## config.mk

```make
export PLATFORM = sky130hd
export DESIGN_NAME = player_collision_detector
export DESIGN_NICKNAME = d
export VERILOG_FILES = /design/src/rtl/collision_pkg.sv /design/src/rtl/hit_priority_enc.sv /design/src/rtl/player_collision_detector.sv
export SDC_FILE = /design/constraint.sdc
export NUM_CORES = 1
export LEC_CHECK = 0
export CAP_MARGIN = 20
export CORE_MARGIN = 2
export CORE_UTILIZATION = 52
export CTS_CLUSTER_SIZE = 8
export DETAILED_ROUTE_END_ITERATION = 8
export PLACE_DENSITY = 0.78
export REMOVE_ABC_BUFFERS = 1
export SETUP_SLACK_MARGIN = 0.3
export SYNTH_ARGS = -nofsm -noshare
export SYNTH_HDL_FRONTEND = slang
export SYNTH_SLANG_ARGS = --single-unit
```

## constraint.sdc

```tcl
create_clock -name clk -period 2.34 [get_ports clk]
set_input_delay 0.702 -clock clk [delete_from_list [all_inputs] [get_ports clk]]
set_output_delay 0.702 -clock clk [all_outputs]
set_load 0.005 [all_outputs]
```

## src/rtl/collision_pkg.sv

```systemverilog
// Shared types and helpers for player_collision_detector and its priority encoder.
package collision_pkg;

  typedef enum logic [1:0] {ARMED_ST, WAIT_REC_ST, HOLDOFF_ST} state_e;

  localparam int unsigned HIT_BORDER = 0;

  function automatic int unsigned id_width(input int unsigned num_obst);
    return (num_obst < 2) ? 1 : $clog2(num_obst + 1);
  endfunction

endpackage

```

## src/rtl/hit_priority_enc.sv

```systemverilog
// Lowest-index obstacle encoder: obstacle k -> id k+1; no obstacle (border case) -> HIT_BORDER.
module hit_priority_enc
  import collision_pkg::*;
#(
  parameter int unsigned NUM_OBST = 4,
  parameter int unsigned IDW      = 3
) (
  input  logic [NUM_OBST-1:0] obstacle_dr,
  output logic [IDW-1:0]      hit_id
);

  always_comb begin
    hit_id = IDW'(HIT_BORDER);
    // Scan downwards so the lowest active index is the last assignment.
    for (int i = int'(NUM_OBST) - 1; i >= 0; i--) begin
      if (obstacle_dr[i]) hit_id = IDW'(i + 1);
    end
  end

endmodule

```

## src/rtl/player_collision_detector.sv

```systemverilog
// Per-frame player collision detector with recovery wait and hold-off.
// Optional COLLISION_HIT_COUNT_EN adds a saturating hit_count output.
module player_collision_detector
  import collision_pkg::*;
#(
  parameter int unsigned NUM_OBST       = 4,
  parameter int unsigned HOLDOFF_FRAMES = 2,
  localparam int unsigned IDW           = id_width(NUM_OBST)
) (
  input  logic                clk,
  input  logic                resetN,
  input  logic                startOfFrame,
  input  logic                player_dr,
  input  logic [NUM_OBST-1:0] obstacle_dr,
  input  logic                border_dr,
  input  logic                totalCollision,
  output logic                collision,
  output logic [IDW-1:0]      hit_id,
  output logic                hit_valid
`ifdef COLLISION_HIT_COUNT_EN
  ,
  output logic [7:0]          hit_count
`endif
);

  logic           pixel_hit;
  logic [IDW-1:0] cause_id;

  state_e         state_q, state_d;
  logic           frame_hit_q, frame_hit_d;
  logic [IDW-1:0] pend_id_q, pend_id_d;
  logic [3:0]     holdoff_cnt_q, holdoff_cnt_d;
  logic           collision_q, collision_d;
  logic [IDW-1:0] hit_id_q, hit_id_d;
  logic           hit_valid_q, hit_valid_d;

  assign pixel_hit = player_dr & ((|obstacle_dr) | border_dr);

  hit_priority_enc #(
    .NUM_OBST (NUM_OBST),
    .IDW      (IDW)
  ) u_hit_priority_enc (
    .obstacle_dr (obstacle_dr),
    .hit_id      (cause_id)
  );

  // A hit in the SOF cycle itself belongs to the new frame, so it survives the clear.
  always_comb begin
    frame_hit_d = frame_hit_q;
    pend_id_d   = pend_id_q;
    if (startOfFrame) begin
      frame_hit_d = pixel_hit;
      pend_id_d   = pixel_hit ? cause_id : IDW'(HIT_BORDER);
    end else if (pixel_hit && !frame_hit_q) begin
      frame_hit_d = 1'b1;
      pend_id_d   = cause_id;
    end
  end

  always_comb begin
    state_d       = state_q;
    holdoff_cnt_d = holdoff_cnt_q;
    collision_d   = 1'b0;
    hit_id_d      = hit_id_q;
    hit_valid_d   = hit_valid_q;
    unique case (state_q)
      ARMED_ST: begin
        if (startOfFrame && frame_hit_q) begin
          collision_d = 1'b1;
          hit_id_d    = pend_id_q;
          hit_valid_d = 1'b1;
          state_d     = WAIT_REC_ST;
        end
      end
      WAIT_REC_ST: begin
        if (startOfFrame && !totalCollision) begin
          if (HOLDOFF_FRAMES == 0) begin
            state_d = ARMED_ST;
          end else begin
            holdoff_cnt_d = 4'(HOLDOFF_FRAMES);
            state_d       = HOLDOFF_ST;
          end
        end
      end
      HOLDOFF_ST: begin
        if (totalCollision) begin
          holdoff_cnt_d = 4'd0;
          state_d       = WAIT_REC_ST;
        end else if (startOfFrame) begin
          if (holdoff_cnt_q <= 4'd1) begin
            holdoff_cnt_d = 4'd0;
            state_d       = ARMED_ST;
          end else begin
            holdoff_cnt_d = holdoff_cnt_q - 4'd1;
          end
        end
      end
      default: state_d = ARMED_ST;
    endcase
  end

  always_ff @(posedge clk or negedge resetN) begin
    if (!resetN) begin
      state_q       <= ARMED_ST;
      frame_hit_q   <= 1'b0;
      pend_id_q     <= '0;
      holdoff_cnt_q <= 4'd0;
      collision_q   <= 1'b0;
      hit_id_q      <= '0;
      hit_valid_q   <= 1'b0;
    end else begin
      state_q       <= state_d;
      frame_hit_q   <= frame_hit_d;
      pend_id_q     <= pend_id_d;
      holdoff_cnt_q <= holdoff_cnt_d;
      collision_q   <= collision_d;
      hit_id_q      <= hit_id_d;
      hit_valid_q   <= hit_valid_d;
    end
  end

  assign collision = collision_q;
  assign hit_id    = hit_id_q;
  assign hit_valid = hit_valid_q;

`ifdef COLLISION_HIT_COUNT_EN
  logic [7:0] hit_count_q, hit_count_d;

  always_comb begin
    hit_count_d = hit_count_q;
    if (collision_d && hit_count_q != 8'hFF) hit_count_d = hit_count_q + 8'd1;
  end

  always_ff @(posedge clk or negedge resetN) begin
    if (!resetN) hit_count_q <= 8'd0;
    else         hit_count_q <= hit_count_d;
  end

  assign hit_count = hit_count_q;
`endif

endmodule

```

==> flow_summary_export.csv, run 1 <==
group,metric,value,unit
clock_tree,clkLatencyLatePin,0.29,ns
worst_setup_path,cp.arrival,2.14,ns
clock_tree,path_clk_slew,0.09,ns
global_routing,track_usage,0.220,
timing,fin_setup_tns,0,ns
finish,final_nets,95,
logic_synthesis,netlist_area,723,um^2
timing,finalCritPeriodShare,0.834,
timing,rsz0062_at_grt,"no",
logic_synthesis,ys_seq_area_frac,0.519,
global_routing,grt-ovfl-total,0,
worst_setup_path,cp_slowest_cell,"clkdlybuf4s50_1",
logic_synthesis,synth.distinct_cells,26,
worst_setup_path,rr_startpoint,"holdoff_cnt_q[0]$_DFFE_PN0P_",
global_routing,grt_pass1_wl,2280,um
logic_synthesis,ys_warn_count,0,
timing,fin_crit,1.95,ns
logic_synthesis,synth.area.top_cells,"dfrtp_1, mux2_2, o2bb2ai_1",
drt,vias_per_cell,5.81,
timing,fin_skew,0.00347,ns
drt,drc,0,
die,num_rows,13,
placement,place_hpwl,1020,um
pwr,power.density,826,nW/um^2
clock_tree,cts_buffers,3,
global_routing,antenna_found_initial,0,
logic_synthesis,synth_area_leader_cell,"dfrtp_1",
placement,io_buffer_count,14,
logic_synthesis,syn_avg_cell_area,11.5,um^2
placement,dp.cells,93,
logic_synthesis,synth-seq-cells,15,
finish,drive_gt1_frac,0.207,
placement,place.gp.congestion,0.672,
clock_tree,cts.htree.levels,1,
drt,first_pass_iters,4,
die,start_util,0.556,
worst_setup_path,endpoint_kind,"register",
worst_setup_path,path_class,"primary input to register",
finish,antennaDiodeCount,0,
pwr,total_power,0.761,mW
worst_setup_path,startpoint_type,"primary input",
clock_tree,cts_tree,"built",
worst_setup_path,critPathMaxStageDelay,0.52,ns
logic_synthesis,synth.top_cell.area_share,0.519,
clock_tree,postCtsSetupBuffers,0,
clock_tree,cts.root.buffer_cell,"clkbuf_4",
timing,timing.fmax,512,MHz
worst_setup_path,cp_cell_sequence,"clkdlybuf4s50_1 -> or2_2 -> a21oi_2 -> nor2_1 -> mux2_2",
die,die_h,41.3,um
worst_setup_path,crit_fanout,8,
worst_setup_path,r2r_cells,6,
placement,dpl-instance-area,890,um^2
worst_setup_path,ff2ff_setup_slack,0.71,ns
die,core_area,1300,um^2
clock_tree,cts_sinks,15,
drt,routed_wl,1400,um
global_routing,grt_max_degree,16,
worst_setup_path,r2r-end,"holdoff_cnt_q[3]$_DFFE_PN0P_",
die,die_area,1700,um^2
worst_setup_path,cp.required,2.52,ns
worst_setup_path,critPathCapture,"holdoff_cnt_q[0]$_DFFE_PN0P_",
drt,vias,564,
timing,drv_slew,0,
timing,setup_violations,0,
min_path,hp-class,"register to register",
finish,final_cells,97,
drt,avgRoutedWirePerCell,14.4,um
pwr,vdd_drop_max,0.593,mV
flow_run,max_cap_viol_count,0,
global_routing,first_global_vias,532,
finish,area_growth_syn_to_layout,27.3,%
run_status,status,"finished clean",
drt,ant_nets,0,
finish,finalInstanceArea,921,um^2
worst_setup_path,critPathLaunch,"startOfFrame",
timing,worst_pin_slew,0.664,ns
timing,slew_headroom,0.556,
die,fp.dieW,41.3,um
clock_tree,cts_buffer_depth,2,
pwr,cellLeakagePower,0.421,nW
drt,drt_iter0_markers,2,
timing,final-hold-violation-count,0,
die,ios,15,
logic_synthesis,syn-instance-count,63,
## metal layers
layer  GRT usage  vias up  part of all wire
li1            -      276                 -
met1       0.282      272              0.47
met2       0.328       12              0.46
met3      0.0319        4             0.033
met4       0.177        0             0.039
met5           0        -                 0
## power by group
group | switching (mW) | internal [mW]
combinational | 0.109 | 0.144
clock | 0.0884 | 0.0636
sequential | 0.0421 | 0.313
## worst min path at each step
stage	from	endpoint	slack (ns)	depth (start not counted)
2_1_floorplan	resetN	collision$_DFF_PN0_	0.41	0
3_3_place_gp	hit_valid$_DFFE_PN0P_	hit_valid$_DFFE_PN0P_	0.45	1
3_5_place_dp	pend_id_q[1]$_DFFE_PN0P_	pend_id_q[1]$_DFFE_PN0P_	0.47	1
4_1_cts	pend_id_q[1]$_DFFE_PN0P_	pend_id_q[1]$_DFFE_PN0P_	0.50	1
5_1_grt	pend_id_q[1]$_DFFE_PN0P_	pend_id_q[1]$_DFFE_PN0P_	0.52	1
6_report	hit_valid$_DFFE_PN0P_	hit_valid$_DFFE_PN0P_	0.49	1
## cell type report
type / count / area (um^2)
inverters: 3 / 11.3
clock inverters: 1 / 5.00
flip-flops and latches: 15 / 375
repair buffers: 15 / 148
multi-input cells: 45 / 340
well taps: 15 / 18.8
clock buffers: 3 / 22.5
fillers: 97 / 380
## worst max-delay path, delay by kind of cell
family | cells | cell delay (ns)
AND/OR/NAND/NOR | 2 | 0.44
AO/OA/AOI/OAI | 1 | 0.19
multiplexers | 1 | 0.28
buffers and inverters | 1 | 0.52
## Yosys cell counts (all sizes together)
library cell	instances
dfrtp	15
a21oi	4
mux2	4
o21ai	4
a21o	3
inv	3
nand2	3
nor2	3
nor3	3
o2bb2ai	3
a22o	2
ha	2
nor2b	2
or2	2
a311oi	1
and2b	1
and4bb	1
nand2b	1
nand3b	1
nor4	1
o21ba	1
o311a	1
o311ai	1
or4	1
## metrics by stage
stage          hold slack [ns]  setup WS, ns  utilization
2_1_floorplan            0.406         0.645            -
3_3_place_gp             0.452        0.0636        0.684
3_5_place_dp             0.472        0.0362        0.684
4_1_cts                  0.502         0.346        0.705
5_1_grt                  0.518         0.297        0.708
6_report                 0.493         0.389        0.708
## sequential cells by signal, summed over array words and instances, names as in the netlist
name           cells
hit_id             3
pend_id_q          3
frame_hit_q        1
collision          1
state_q            2
hit_valid          1
holdoff_cnt_q      4
## what timing repair did
item	CTS	global route
endpoints found under the setup margin	0	3
resized for setup	0	1
hold buffers	0	0
## layout by cell type, fill, tap and decap left out, types with 2 or more instances in the layout
| cell | n |
|---|---|
| mux2_2 | 4 |
| nand2_1 | 3 |
| dfrtp_1 | 15 |
| a21o_1 | 3 |
| ha_1 | 2 |
| nor2b_1 | 2 |
| o2bb2ai_1 | 3 |
| a21oi_1 | 3 |
| nor2_1 | 3 |
| or2_2 | 2 |
| o21ai_0 | 3 |
| clkbuf_4 | 3 |
| a22o_1 | 2 |
| clkdlybuf4s50_1 | 14 |
| nor3_1 | 2 |
| inv_1 | 3 |
## cell families (layout without fill, tap and decap cells)
kind of cell               after synthesis  in the layout  synth area share
muxes                                    4              4            0.0623
buffers and inverters                    3             22            0.0156
and+or+nand+nor                         19             19             0.164
adders and majority gates                2              2            0.0346
AOI/OAI and AO/OA                       20             20             0.204
DFF                                     15             15             0.519
No activity file was read; power rests on OpenSTA's default activity.
==> run 2: changes to the inputs <==
CORE_UTILIZATION = 43   (was 52)
PLACE_DENSITY = 0.69   (was 0.78)
clock period = 1.56 ns   (was 2.34 ns; I/O delays follow)
==> flow_summary_export.csv, run 2 (same netlist as run 1, synthesis figures left out) <==
group,metric,value,unit
pwr,power.density,1190,nW/um^2
die,core_area,1540,um^2
global_routing,gr-usage-met3,0.0360,
timing,fin_skew,0.00141,ns
placement,dpl-instance-area,988,um^2
pwr,cellLeakagePower,0.561,nW
finish,regMostFlops,"holdoff_cnt_q",
pwr,total_power,1.40,mW
drt,drt_iter0_markers,15,
global_routing,use_met2,0.346,
die,die_h,45.0,um
die,die_area,2030,um^2
clock_tree,path_clk_slew,0.09,ns
timing,timing.fmax,690,MHz
global_routing,track_usage,0.207,
timing,worst_pin_slew,0.325,ns
finish,area_growth_syn_to_layout,62.6,%
finish,multi_input_area,439,um^2
drt,drc,0,
min_path,hp-class,"primary input to register",
timing,final-hold-violation-count,0,
finish,layout_common_cells,"buf_4, dfrtp_1, buf_2",
finish,finalInstanceArea,1180,um^2
timing,finalCritPeriodShare,0.929,
drt,first_pass_iters,4,
timing,setup_violations,0,
die,fp.dieW,45.0,um
drt,avgRoutedWirePerCell,14.9,um
global_routing,use_met1,0.262,
placement,io_buffer_count,14,
worst_setup_path,endpoint_kind,"register",
die,ios,15,
worst_setup_path,crit_fanout,3,
clock_tree,cts.root.buffer_cell,"clkbuf_4",
run_status,status,"finished clean",
finish,final_common_cell,"buf_4",
clock_tree,cts_buffers,3,
global_routing,grt_max_degree,16,
worst_setup_path,cp.arrival,1.63,ns
finish,layout.area.seq,375,um^2
clock_tree,cts_sinks,15,
global_routing,gr-max-usage-layer,"met2",
clock_tree,cts_buffer_depth,2,
placement,place.gp.congestion,0.807,
clock_tree,cts.htree.levels,1,
worst_setup_path,startpoint_type,"register",
drt,vias,677,
finish,final_nets,119,
worst_setup_path,ff2ff_setup_slack,0.11,ns
finish,drive_gt1_frac,0.585,
worst_setup_path,cp.required,1.74,ns
global_routing,grt-ovfl-total,0,
pwr,vdd_drop_max,0.823,mV
die,start_util,0.469,
timing,rsz0062_at_grt,"yes",
drt,vias_per_cell,5.55,
timing,drv_slew,0,
worst_setup_path,path_class,"register to register",
timing,slew_headroom,0.782,
drt,ant_nets,0,
global_routing,grt_pass1_wl,2970,um
finish,antennaDiodeCount,0,
global_routing,first_global_vias,660,
clock_tree,cts_tree,"built",
flow_run,max_cap_viol_count,0,
finish,fillers,95,
finish,largest_reg_flops,4,
timing,fin_crit,1.45,ns
placement,place_hpwl,1170,um
drt,routed_wl,1820,um
global_routing,antenna_found_initial,0,
die,num_rows,14,
clock_tree,clkLatencyLatePin,0.29,ns
[run 2: metrics by stage]
stage          cells  setup slack (ns)  utilization  hold slack [ns]  setup TNS [ns]
6_report         122             0.111        0.763            0.443               0
3_5_place_dp     107            -0.394        0.641            0.463           -3.73
5_1_grt          122            0.0577        0.763            0.445               0
3_3_place_gp     107            -0.384        0.641            0.457           -3.48
2_1_floorplan     63            0.0897            -            0.172               0
4_1_cts          118             0.105        0.729            0.432               0
[run 2: path summary, 6_finish.rpt]
kind | depth (start not counted) | from | endpoint
worst max-delay path | 6 | holdoff_cnt_q[1]$_DFFE_PN0P_ | holdoff_cnt_q[0]$_DFFE_PN0P_
worst min-delay path | 3 | obstacle_dr[3] | pend_id_q[2]$_DFFE_PN0P_
worst max register to register | 6 | holdoff_cnt_q[1]$_DFFE_PN0P_ | holdoff_cnt_q[0]$_DFFE_PN0P_
worst min register to register | 1 | hit_valid$_DFFE_PN0P_ | hit_valid$_DFFE_PN0P_
max in group asynchronous | 2 | resetN | holdoff_cnt_q[0]$_DFFE_PN0P_
min in group asynchronous | 2 | resetN | hit_id[1]$_DFFE_PN0P_
[run 2: area by class of cell]
cell class	count	share of cell area
multi-input combinational	45	0.373
sequential	15	0.319
timing repair buffer	39	0.257
clock buffer	3	0.0191
tap	16	0.0170
inverter	3	0.00957
clock inverter	1	0.00426
[run 2: worst max-delay path: stages (launching register included)]
cell	delay (ns)
dfrtp_1	0.40
inv_2	0.11
ha_4	0.16
nor2_4	0.04
o311ai_4	0.28
nor2_2	0.09
mux2_4	0.26
[run 2: power breakdown]
group	total [mW]	internal (mW)	switching, mW
Combinational	0.636	0.370	0.266
Clock	0.228	0.0954	0.133
Sequential	0.539	0.470	0.0684
Total	1.40	0.936	0.467
[run 2: timing repair]
| item | in CTS | in global routing |
|---|---|---|
| buffers inserted | 7 | 4 |
| gates resized for setup | 58 | 5 |
| setup endpoints to repair | 19 | 18 |
| cloned | 0 | 0 |
| pin swaps | 10 | 6 |
| hold buffers | 0 | 0 |
[run 2: routing by layer]
layer,share of wire,wire [um]
met2,0.52,948
met1,0.42,763
met5,0,0
met4,0.014,25
met3,0.046,84
